### config.mk
export PLATFORM = sky130hd
export DESIGN_NAME = enemy_patrol_array
export DESIGN_NICKNAME = d
export VERILOG_FILES = /design/src/rtl/enemy_pkg.sv /design/src/rtl/enemy_patrol_fsm.sv /design/src/rtl/enemy_patrol_array.sv
export SDC_FILE = /design/constraint.sdc
export NUM_CORES = 1
export LEC_CHECK = 0
export CAP_MARGIN = 10
export CORE_MARGIN = 4
export CORE_UTILIZATION = 59
export DETAILED_ROUTE_END_ITERATION = 7
export PLACE_DENSITY = 0.93
export SLEW_MARGIN = 30
export SYNTH_ARGS = -nofsm -noshare
export SYNTH_HDL_FRONTEND = slang
export SYNTH_SLANG_ARGS = --single-unit
### constraint.sdc
create_clock -name Clk -period 6.6 [get_ports Clk]
set_input_delay 0.99 -clock Clk [delete_from_list [all_inputs] [get_ports Clk]]
set_output_delay 0.99 -clock Clk [all_outputs]
set_load 0.03 [all_outputs]
### src/rtl/enemy_pkg.sv
// Shared types and constants for the enemy patrol controller.
package enemy_pkg;

    typedef enum logic [2:0] {
        ST_DEAD    = 3'd0,
        ST_STILL_L = 3'd1,
        ST_WALK_L  = 3'd2,
        ST_STILL_R = 3'd3,
        ST_WALK_R  = 3'd4,
        ST_SQUASH  = 3'd5
    } enemy_state_t;

    localparam logic [9:0] POS_OFFSCREEN = 10'd700;
    localparam logic [9:0] POS_Y_GROUND  = 10'd432;

endpackage

### src/rtl/enemy_patrol_fsm.sv
// One enemy channel: lifecycle, timed left/right patrol with wall clamp,
// and two-frame walk animation. All outputs come straight from registers.
module enemy_patrol_fsm
    import enemy_pkg::*;
#(
    parameter int unsigned STILL_FRAMES  = 96,
    parameter int unsigned WALK_FRAMES   = 32,
    parameter int unsigned SQUASH_FRAMES = 16,
    parameter int unsigned ANIM_DIV      = 8,
    parameter logic [9:0]  X_MIN         = 10'd3,
    parameter logic [9:0]  X_MAX         = 10'd623,
    parameter logic [9:0]  Y_GROUND      = POS_Y_GROUND,
    parameter logic [9:0]  OFFSCREEN     = POS_OFFSCREEN,
    parameter bit          INIT_ALIVE    = 1'b1,
    parameter logic [9:0]  INIT_X        = 10'd448
) (
    input  logic       clk_i,
    input  logic       rst_i,
    input  logic       tick_i,
    input  logic       spawn_i,
    input  logic [9:0] spawn_x_i,
    input  logic       kill_i,
    output logic       alive_o,
    output logic       squashed_o,
    output logic       dir_left_o,
    output logic       walk_frame_o,
    output logic [9:0] pos_x_o,
    output logic [9:0] pos_y_o
);

    localparam int unsigned MAX_SW  = (STILL_FRAMES > WALK_FRAMES) ? STILL_FRAMES : WALK_FRAMES;
    localparam int unsigned MAX_DUR = (MAX_SW > SQUASH_FRAMES) ? MAX_SW : SQUASH_FRAMES;
    localparam int unsigned CNT_W   = (MAX_DUR > 1) ? $clog2(MAX_DUR) : 1;
    localparam int unsigned ANIM_W  = (ANIM_DIV > 1) ? $clog2(ANIM_DIV) : 1;

    localparam logic [CNT_W-1:0]  STILL_LAST  = CNT_W'(STILL_FRAMES - 1);
    localparam logic [CNT_W-1:0]  WALK_LAST   = CNT_W'(WALK_FRAMES - 1);
    localparam logic [CNT_W-1:0]  SQUASH_LAST = CNT_W'(SQUASH_FRAMES - 1);
    localparam logic [ANIM_W-1:0] ANIM_LAST   = ANIM_W'(ANIM_DIV - 1);

    enemy_state_t      state_q, state_d;
    logic [CNT_W-1:0]  cnt_q, cnt_d;
    logic [ANIM_W-1:0] anim_q, anim_d;
    logic [9:0]        x_q, x_d, y_q, y_d;
    logic              alive_q, alive_d, squashed_q, squashed_d;
    logic              dir_left_q, dir_left_d, walk_frame_q, walk_frame_d;

    function automatic logic [9:0] clamp_x(input logic [9:0] v);
        if (v < X_MIN) return X_MIN;
        if (v > X_MAX) return X_MAX;
        return v;
    endfunction

    always_ff @(posedge clk_i) begin
        if (rst_i) begin
            state_q      <= INIT_ALIVE ? ST_STILL_L : ST_DEAD;
            cnt_q        <= '0;
            anim_q       <= '0;
            x_q          <= INIT_ALIVE ? INIT_X : OFFSCREEN;
            y_q          <= INIT_ALIVE ? Y_GROUND : OFFSCREEN;
            alive_q      <= INIT_ALIVE;
            squashed_q   <= 1'b0;
            dir_left_q   <= 1'b1;
            walk_frame_q <= 1'b0;
        end else begin
            state_q      <= state_d;
            cnt_q        <= cnt_d;
            anim_q       <= anim_d;
            x_q          <= x_d;
            y_q          <= y_d;
            alive_q      <= alive_d;
            squashed_q   <= squashed_d;
            dir_left_q   <= dir_left_d;
            walk_frame_q <= walk_frame_d;
        end
    end

    always_comb begin
        state_d      = state_q;
        cnt_d        = cnt_q;
        anim_d       = anim_q;
        x_d          = x_q;
        y_d          = y_q;
        alive_d      = alive_q;
        squashed_d   = squashed_q;
        dir_left_d   = dir_left_q;
        walk_frame_d = walk_frame_q;

        case (state_q)
            ST_DEAD: begin
                if (spawn_i) begin
                    state_d      = ST_STILL_L;
                    cnt_d        = '0;
                    anim_d       = '0;
                    walk_frame_d = 1'b0;
                    x_d          = clamp_x(spawn_x_i);
                    y_d          = Y_GROUND;
                    alive_d      = 1'b1;
                end
            end
            ST_SQUASH: begin
                if (tick_i) begin
                    if (cnt_q == SQUASH_LAST) begin
                        state_d      = ST_DEAD;
                        cnt_d        = '0;
                        anim_d       = '0;
                        walk_frame_d = 1'b0;
                        x_d          = OFFSCREEN;
                        y_d          = OFFSCREEN;
                        squashed_d   = 1'b0;
                    end else begin
                        cnt_d = cnt_q + 1'b1;
                    end
                end
            end
            default: begin
                // Kill pre-empts any patrol progress in the same cycle.
                if (kill_i) begin
                    state_d    = ST_SQUASH;
                    cnt_d      = '0;
                    y_d        = Y_GROUND;
                    alive_d    = 1'b0;
                    squashed_d = 1'b1;
                end else if (tick_i) begin
                    if (anim_q == ANIM_LAST) begin
                        anim_d       = '0;
                        walk_frame_d = ~walk_frame_q;
                    end else begin
                        anim_d = anim_q + 1'b1;
                    end
                    cnt_d = cnt_q + 1'b1;
                    case (state_q)
                        ST_STILL_L: begin
                            if (cnt_q == STILL_LAST) begin
                                state_d    = ST_WALK_L;
                                cnt_d      = '0;
                                dir_left_d = 1'b1;
                            end
                        end
                        ST_WALK_L: begin
                            if (x_q <= X_MIN) begin
                                state_d = ST_STILL_R;
                                cnt_d   = '0;
                            end else begin
                                x_d = x_q - 10'd1;
                                if (cnt_q == WALK_LAST) begin
                                    state_d = ST_STILL_R;
                                    cnt_d   = '0;
                                end
                            end
                        end
                        ST_STILL_R: begin
                            if (cnt_q == STILL_LAST) begin
                                state_d    = ST_WALK_R;
                                cnt_d      = '0;
                                dir_left_d = 1'b0;
                            end
                        end
                        ST_WALK_R: begin
                            if (x_q >= X_MAX) begin
                                state_d = ST_STILL_L;
                                cnt_d   = '0;
                            end else begin
                                x_d = x_q + 10'd1;
                                if (cnt_q == WALK_LAST) begin
                                    state_d = ST_STILL_L;
                                    cnt_d   = '0;
                                end
                            end
                        end
                        default: ;
                    endcase
                end
            end
        endcase
    end

    assign alive_o      = alive_q;
    assign squashed_o   = squashed_q;
    assign dir_left_o   = dir_left_q;
    assign walk_frame_o = walk_frame_q;
    assign pos_x_o      = x_q;
    assign pos_y_o      = y_q;

endmodule

### src/rtl/enemy_patrol_array.sv
// N independent enemy channels; packs per-channel state onto flat buses
// for the game logic and sprite renderer.
module enemy_patrol_array
    import enemy_pkg::*;
#(
    parameter int unsigned          N_ENEMY       = 4,
    parameter int unsigned          STILL_FRAMES  = 96,
    parameter int unsigned          WALK_FRAMES   = 32,
    parameter int unsigned          SQUASH_FRAMES = 16,
    parameter int unsigned          ANIM_DIV      = 8,
    parameter logic [9:0]           X_MIN         = 10'd3,
    parameter logic [9:0]           X_MAX         = 10'd623,
    parameter logic [9:0]           Y_GROUND      = POS_Y_GROUND,
    parameter logic [9:0]           OFFSCREEN     = POS_OFFSCREEN,
    parameter logic [N_ENEMY-1:0]   INIT_ALIVE    = N_ENEMY'(1),
    parameter logic [10*N_ENEMY-1:0] INIT_X       = {N_ENEMY{10'd448}}
) (
    input  logic                    Clk,
    input  logic                    Reset,
    input  logic                    frame_tick,
    input  logic [N_ENEMY-1:0]      spawn,
    input  logic [10*N_ENEMY-1:0]   spawn_x,
    input  logic [N_ENEMY-1:0]      kill,
    output logic [N_ENEMY-1:0]      alive,
    output logic [N_ENEMY-1:0]      squashed,
    output logic [N_ENEMY-1:0]      dir_left,
    output logic [N_ENEMY-1:0]      walk_frame,
    output logic [10*N_ENEMY-1:0]   pos_x,
    output logic [10*N_ENEMY-1:0]   pos_y
);

    for (genvar i = 0; i < N_ENEMY; i++) begin : g_enemy
        enemy_patrol_fsm #(
            .STILL_FRAMES (STILL_FRAMES),
            .WALK_FRAMES  (WALK_FRAMES),
            .SQUASH_FRAMES(SQUASH_FRAMES),
            .ANIM_DIV     (ANIM_DIV),
            .X_MIN        (X_MIN),
            .X_MAX        (X_MAX),
            .Y_GROUND     (Y_GROUND),
            .OFFSCREEN    (OFFSCREEN),
            .INIT_ALIVE   (INIT_ALIVE[i]),
            .INIT_X       (INIT_X[10*i +: 10])
        ) u_fsm (
            .clk_i       (Clk),
            .rst_i       (Reset),
            .tick_i      (frame_tick),
            .spawn_i     (spawn[i]),
            .spawn_x_i   (spawn_x[10*i +: 10]),
            .kill_i      (kill[i]),
            .alive_o     (alive[i]),
            .squashed_o  (squashed[i]),
            .dir_left_o  (dir_left[i]),
            .walk_frame_o(walk_frame[i]),
            .pos_x_o     (pos_x[10*i +: 10]),
            .pos_y_o     (pos_y[10*i +: 10])
        );
    end

endmodule
---- Word-level counts from Yosys, hierarchy flattened ----
Index checks and enable logic that the tools add are counted.
word-level totals
  output and inout port bits .............. 96
  register bits after elaboration ......... 148
  logic and storage cells ................. 520
  bits of input ports ..................... 51
operators by class
  add/subtract/negate cells ............... 16
  eq/ne operators ......................... 84
  reductions and logical operators ........ 80
  bitwise gates (word level) .............. 20
  $lt $le $gt $ge ......................... 16
  multiplexer cells ....................... 268
operator list
  operator                                                                        number
  10-bit two-way mux                                                              52
  7-bit two-way mux                                                               36
  10-bit case mux with 2 select lines                                             12
  3-bit two-way mux                                                               60
  7-bit case mux with 3 select lines                                              4
  1-bit two-way mux                                                               72
  7-bit case mux with 2 select lines                                              4
  3-bit case mux with 2 select lines                                              8
  3-bit case mux with 4 select lines                                              4
  6-bit AND reduction                                                             8
  10-bit by 1-bit adder with 10-bit output (second input constant)                4
  10-bit greater-or-equal comparator (second input constant)                      4
  10-bit greater-than comparator (second input constant)                          4
  10-bit by 2-bit <= comparator with 1-bit output (second input constant)         4
  10-bit by 2-bit less-than comparator with 1-bit output (second input constant)  4
  5-bit by 2-bit != test with 1-bit output (second input constant)                8
  10-bit by 1-bit subtractor with 10-bit output (second input constant)           4
  3-bit equality test (second input constant)                                     12
  9-bit AND reduction                                                             4
  3-bit nonzero test                                                              12
  4-bit != test (second input constant)                                           8
  1-bit case mux with 2 select lines                                              16
  4-bit AND reduction                                                             8
  8-bit AND reduction                                                             4
  other kinds (20)                                                                128

---- Depth between registers and ports, before layout ----
  depth in word-level cells ............... 11
  depth in mapped cells ................... 11
  depth with buffers taken out ............ 10

---- Hierarchy ----
A second synthesis with hierarchy kept.
second synthesis, totals
  cells, all modules ...................... 1112
  area total of the unflattened synthesis .. 8688.3 µm²
by module, submodules not included
  module                                area an instance (µm²)  times used  cells each  sequential area each (µm²)
  enemy_patrol_fsm at g_enemy[2].u_fsm  2344.7                  1           302         580.6
  enemy_patrol_fsm at g_enemy[3].u_fsm  2140.8                  1           274         580.6
  enemy_patrol_fsm at g_enemy[0].u_fsm  2102.0                  1           260         580.6
  enemy_patrol_fsm at g_enemy[1].u_fsm  2100.8                  1           276         580.6

---- Worst setup path before layout ----
Ideal clock, no wire load.
  kind .................................... register to register
  start point ............................. register g_enemy[0].u_fsm.state_q[2]
  end point ............................... register g_enemy[0].u_fsm.x_q[9]
  data required time ...................... 6526 ps
  stages on the path, launching flop included .. 11
  data arrival time ....................... 2858 ps
  setup slack ............................. 3667 ps
  setup time .............................. 74 ps
  cells stage by stage .................... dfxtp_1 -> clkbuf_1 -> clkbuf_1 -> nand2_1 -> ha_1 -> and3_1 -> a2111o_1 -> a2111oi_0 -> o21ai_0 -> a21o_1 -> a31oi_1
between the ends
  cells in the longest elaborated chain, start to end .. 5
RTL lines
  item                                                                                   RTL line                 RTL
  start: declaration                                                                     enemy_patrol_fsm.sv:41   enemy_state_t state_q, state_d;
  start signal: assignment                                                               enemy_patrol_fsm.sv:56   state_q <= INIT_ALIVE ? ST_STILL_L : ST_DEAD;
  start signal: assignment                                                               enemy_patrol_fsm.sv:66   state_q <= state_d;
  3-bit equality test or 3-bit by 2-bit equality test with 1-bit output (tied branches)  enemy_patrol_fsm.sv:132  case (state_q)
  10-bit case mux with 2 select lines                                                    enemy_patrol_fsm.sv:132
  10-bit two-way mux                                                                     enemy_patrol_fsm.sv:124  end else if (tick_i) begin
  10-bit two-way mux                                                                     enemy_patrol_fsm.sv:118  if (kill_i) begin
  10-bit case mux with 2 select lines                                                    enemy_patrol_fsm.sv:89   case (state_q)
  end signal: assignment                                                                 enemy_patrol_fsm.sv:59   x_q <= INIT_ALIVE ? INIT_X : OFFSCREEN;
  end: declaration                                                                       enemy_patrol_fsm.sv:44   logic [9:0] x_q, x_d, y_q, y_d;
Parallel ways exist; a longest one is shown, timed or not. The select of a mux whose other input is x is not followed.
A chain may end at the register's enable or synchronous reset.

---- Worst setup path after layout ----
  start point ............................. input kill[1]
  end point ............................... register g_enemy[1].u_fsm.x_q[9]
between the ends
  cells in the longest elaborated chain, start to end .. 2
RTL lines
  item                                                                                             RTL line                  RTL
  start: declaration                                                                               enemy_patrol_array.sv:23  input logic [N_ENEMY-1:0] kill,
  3-bit by 1-bit != test with 1-bit output (no source line) or 3-bit nonzero test (tied branches)  --
  8-bit AND reduction (no source line) (*)                                                         --
  end signal: assignment                                                                           enemy_patrol_fsm.sv:59
  end: declaration                                                                                 enemy_patrol_fsm.sv:44
Every way passes the cells marked *; elsewhere a longest branch is shown, timed or not.

==> impl_metrics.ini <==
[clock_network]
cts_root_buf = clkbuf_16
clk_path_buf_depth = 2
clkLatencyLatePin_ns = 0.43
cts_sinks = 116
postCtsHoldBufs = 0
path_clk_slew_ns = 0.06
numCtsBuffers = 17
h-tree-depth = 4
cts.repair.resized = 0
cts_tree = built
cts_setup_buffers = 0

[final_layout]
fin_area_um2 = 10300
final_cell_mix = clkdlybuf4s50_1 (121), dfxtp_1 (116), nor2_1 (109)
syn2layout_area_growth_pct = 18.8
layout_commonest_cell = clkdlybuf4s50_1
n_antenna_cell = 0
fillers = 1167
drive_gt1_share_pct = 3.77
layout.nets = 1309

[worst_setup_path]
path_depth = 7
endpoint_kind = register
cp_top_family = simple AND/OR/NAND/NOR gates
cp_num_buf_inv = 2
slowest_delay_ns = 0.70
r2r_slack_ns = 3.27
worstPathArrival_ns = 3.93
path_cells = clkdlybuf4s50_1 > inv_1 > o221ai_1 > nand4_1 > nor2_2 > a31oi_1 > a211o_1
crit_slowest_cell = clkdlybuf4s50_1
required_ns = 6.92
cp_max_fo = 16
cp-start-kind = input pin
r2r_cells = 8
path_class = in -> reg

[routing]
routed_wl_um = 24200
vias = 9136
viasPerCell = 6.50
detail-route-antenna-nets = 0
firstDrtPassIters = 7
drt-initial-drc-count = 1157
wl_per_cell_um = 17.2
drc_errors = 0

[yosys]
synthArstFlopShare_pct = 0
synth_xor_area_share_pct = 3.03
avgSynthCellArea_um2 = 7.59
synth_top_flop_cell = dfxtp_1
synth-adder-area-share_pct = 7.38
synth_top_family_by_area = compound AO/OA/AOI/OAI gates
synth-compound-area-share_pct = 28.1
ys_seq_area_share_pct = 26.8
netlist_instances = 1143
yosysUniqueCellTypes = 78
ys_ff_latch = 116
synth_edf_count = 0
synthSimpleGateAreaFrac_pct = 25.2
synthMuxAreaShare_pct = 1.27
syn-cell-area_um2 = 8680
yosysWarnings = 0

[sta]
rsz0062_at_grt = false
skew_ns = 0.0125
period_share_pct = 54.8
tightest_slew_ns = 0.948
hold_violations = 0
post-route-min-period_ns = 3.62
fin_ws_ns = 2.98
setup_viol = 0
final_max_slew_viol_count = 0
fin_tns_setup_ns = 0
slew-limit-headroom_pct = 36.3
max_clock_freq_ghz = 0.277

[placement]
gp_congestion = 0.953
place_area_um2 = 9670
dp_slack_ns = 2.47
io_buffers = 122
dp_hpwl_um = 17100

[power]
cellPowerDensity_nw_per_um2 = 432
finalPower_mw = 4.46
leakage_nw = 3.91
worst_ir_drop_vdd_uv = 330

[die]
ios = 147
die_area_um2 = 16700
initial_core_util_pct = 60.0
die_w_um = 129
die_h_um = 129
core_um2 = 14500
rows = 44

[global_routing]
grt-ovfl-total = 0
antenna_found_initial = 0
grt_max_degree = 73
grt_pass1_vias = 8471
grt_first_pass_wirelength_um = 39300
gr-usage-all-layers_pct = 28.3

[worst_hold_path]
hp-class = reg -> reg
hold_depth = 2

[status]
outcome = complete, no violations

[job]
maxCapViolations = 0
## final timing paths
kind / from / endpoint
min: g_enemy[2].u_fsm.anim_q[1] / g_enemy[2].u_fsm.anim_q[1]
max reg2reg: g_enemy[0].u_fsm.state_q[2] / g_enemy[0].u_fsm.pos_x_o[9]
max: kill[1] / g_enemy[1].u_fsm.pos_x_o[9]
min reg2reg: g_enemy[2].u_fsm.anim_q[1] / g_enemy[2].u_fsm.anim_q[1]
## worst register-to-register path, stage by stage, from the launching register on
cell and delay, ns:
dfxtp_1 0.65, nand2_1 0.40, ha_1 0.46, and3_1 0.20
a2111o_1 0.46, a2111oi_0 0.60, o21ai_0 0.20, a21o_1 0.19
a31oi_1 0.11
## state kept, by name, summed over array words and instances (netlist names)
register / cells
g_enemy.u_fsm.pos_x_o: 40
g_enemy.u_fsm.cnt_q: 28
g_enemy.u_fsm.anim_q: 12
g_enemy.u_fsm.state_q: 12
g_enemy.u_fsm.pos_y_o: 8
g_enemy.u_fsm.alive_o: 4
g_enemy.u_fsm.dir_left_o: 4
g_enemy.u_fsm.squashed_o: 4
g_enemy.u_fsm.walk_frame_o: 4
## metrics by stage
step / utilization, % / std cells / hold WS (ns)
after floorplan: - / 1165 / 0.436
after global routing: 71.2 / 1405 / 0.481
after global placement: 66.8 / 1375 / 0.444
after detailed placement: 66.8 / 1375 / 0.450
after CTS: 71.2 / 1405 / 0.457
final: 71.2 / 1405 / 0.457
## synthesized netlist by cell type (14+ instances only)
cell type  count  area (um^2)
a31oi_1       18          113
nor2_1       110          413
a21oi_1       76          380
nor3_1        50          250
xnor2_1       19          166
and3_1        15         93.8
dfxtp_1      116         2320
nand2_1       87          327
nand4_1       16          100
inv_1         38          143
buf_4         48          360
o211ai_1      16          120
ha_1          44          551
clkbuf_1      47          176
a211oi_1      21          158
o21a_1        23          173
o21ai_0       91          455
or3_1         14         87.6
nor2b_1       22          138
nor4_1        22          138
nand3_1       29          145
## layout make-up
class | instances | area (um^2) | share of cell area (%)
inverter | 38 | 143 | 1.38
clock inverter | 10 | 180 | 1.75
timing repair buffer | 126 | 1250 | 12.1
sequential | 116 | 2320 | 22.5
tap | 184 | 230 | 2.23
multi-input combinational | 911 | 5730 | 55.6
clock buffer | 20 | 457 | 4.43
## power by group
group	leakage (nW)	internal (mW)	total (mW)	switching [mW]
clock	0.308	0.683	1.02	0.334
combinational	2.65	0.952	2.34	1.39
sequential	0.949	0.854	1.10	0.250
## per-layer routing
layer / global-route usage [%] / routed length [um] / part of all wire (%) / up-vias
met5: 0 / 0 / 0 / -
met4: 11.6 / 643 / 2.7 / 0
met3: 6.35 / 2220 / 9.2 / 81
met2: 46.4 / 11300 / 47 / 515
met1: 36.0 / 9990 / 41 / 4180
li1: - / - / - / 4360
## cells by family after synthesis
group           count (synthesis)
compound gates                370
xor+xnor                       30
fa+ha+maj                      49
buf+inv                       138
flops                         116
mux                            11
other cells                     2
simple gates                  427
No activity file was read; power rests on OpenSTA's default activity.
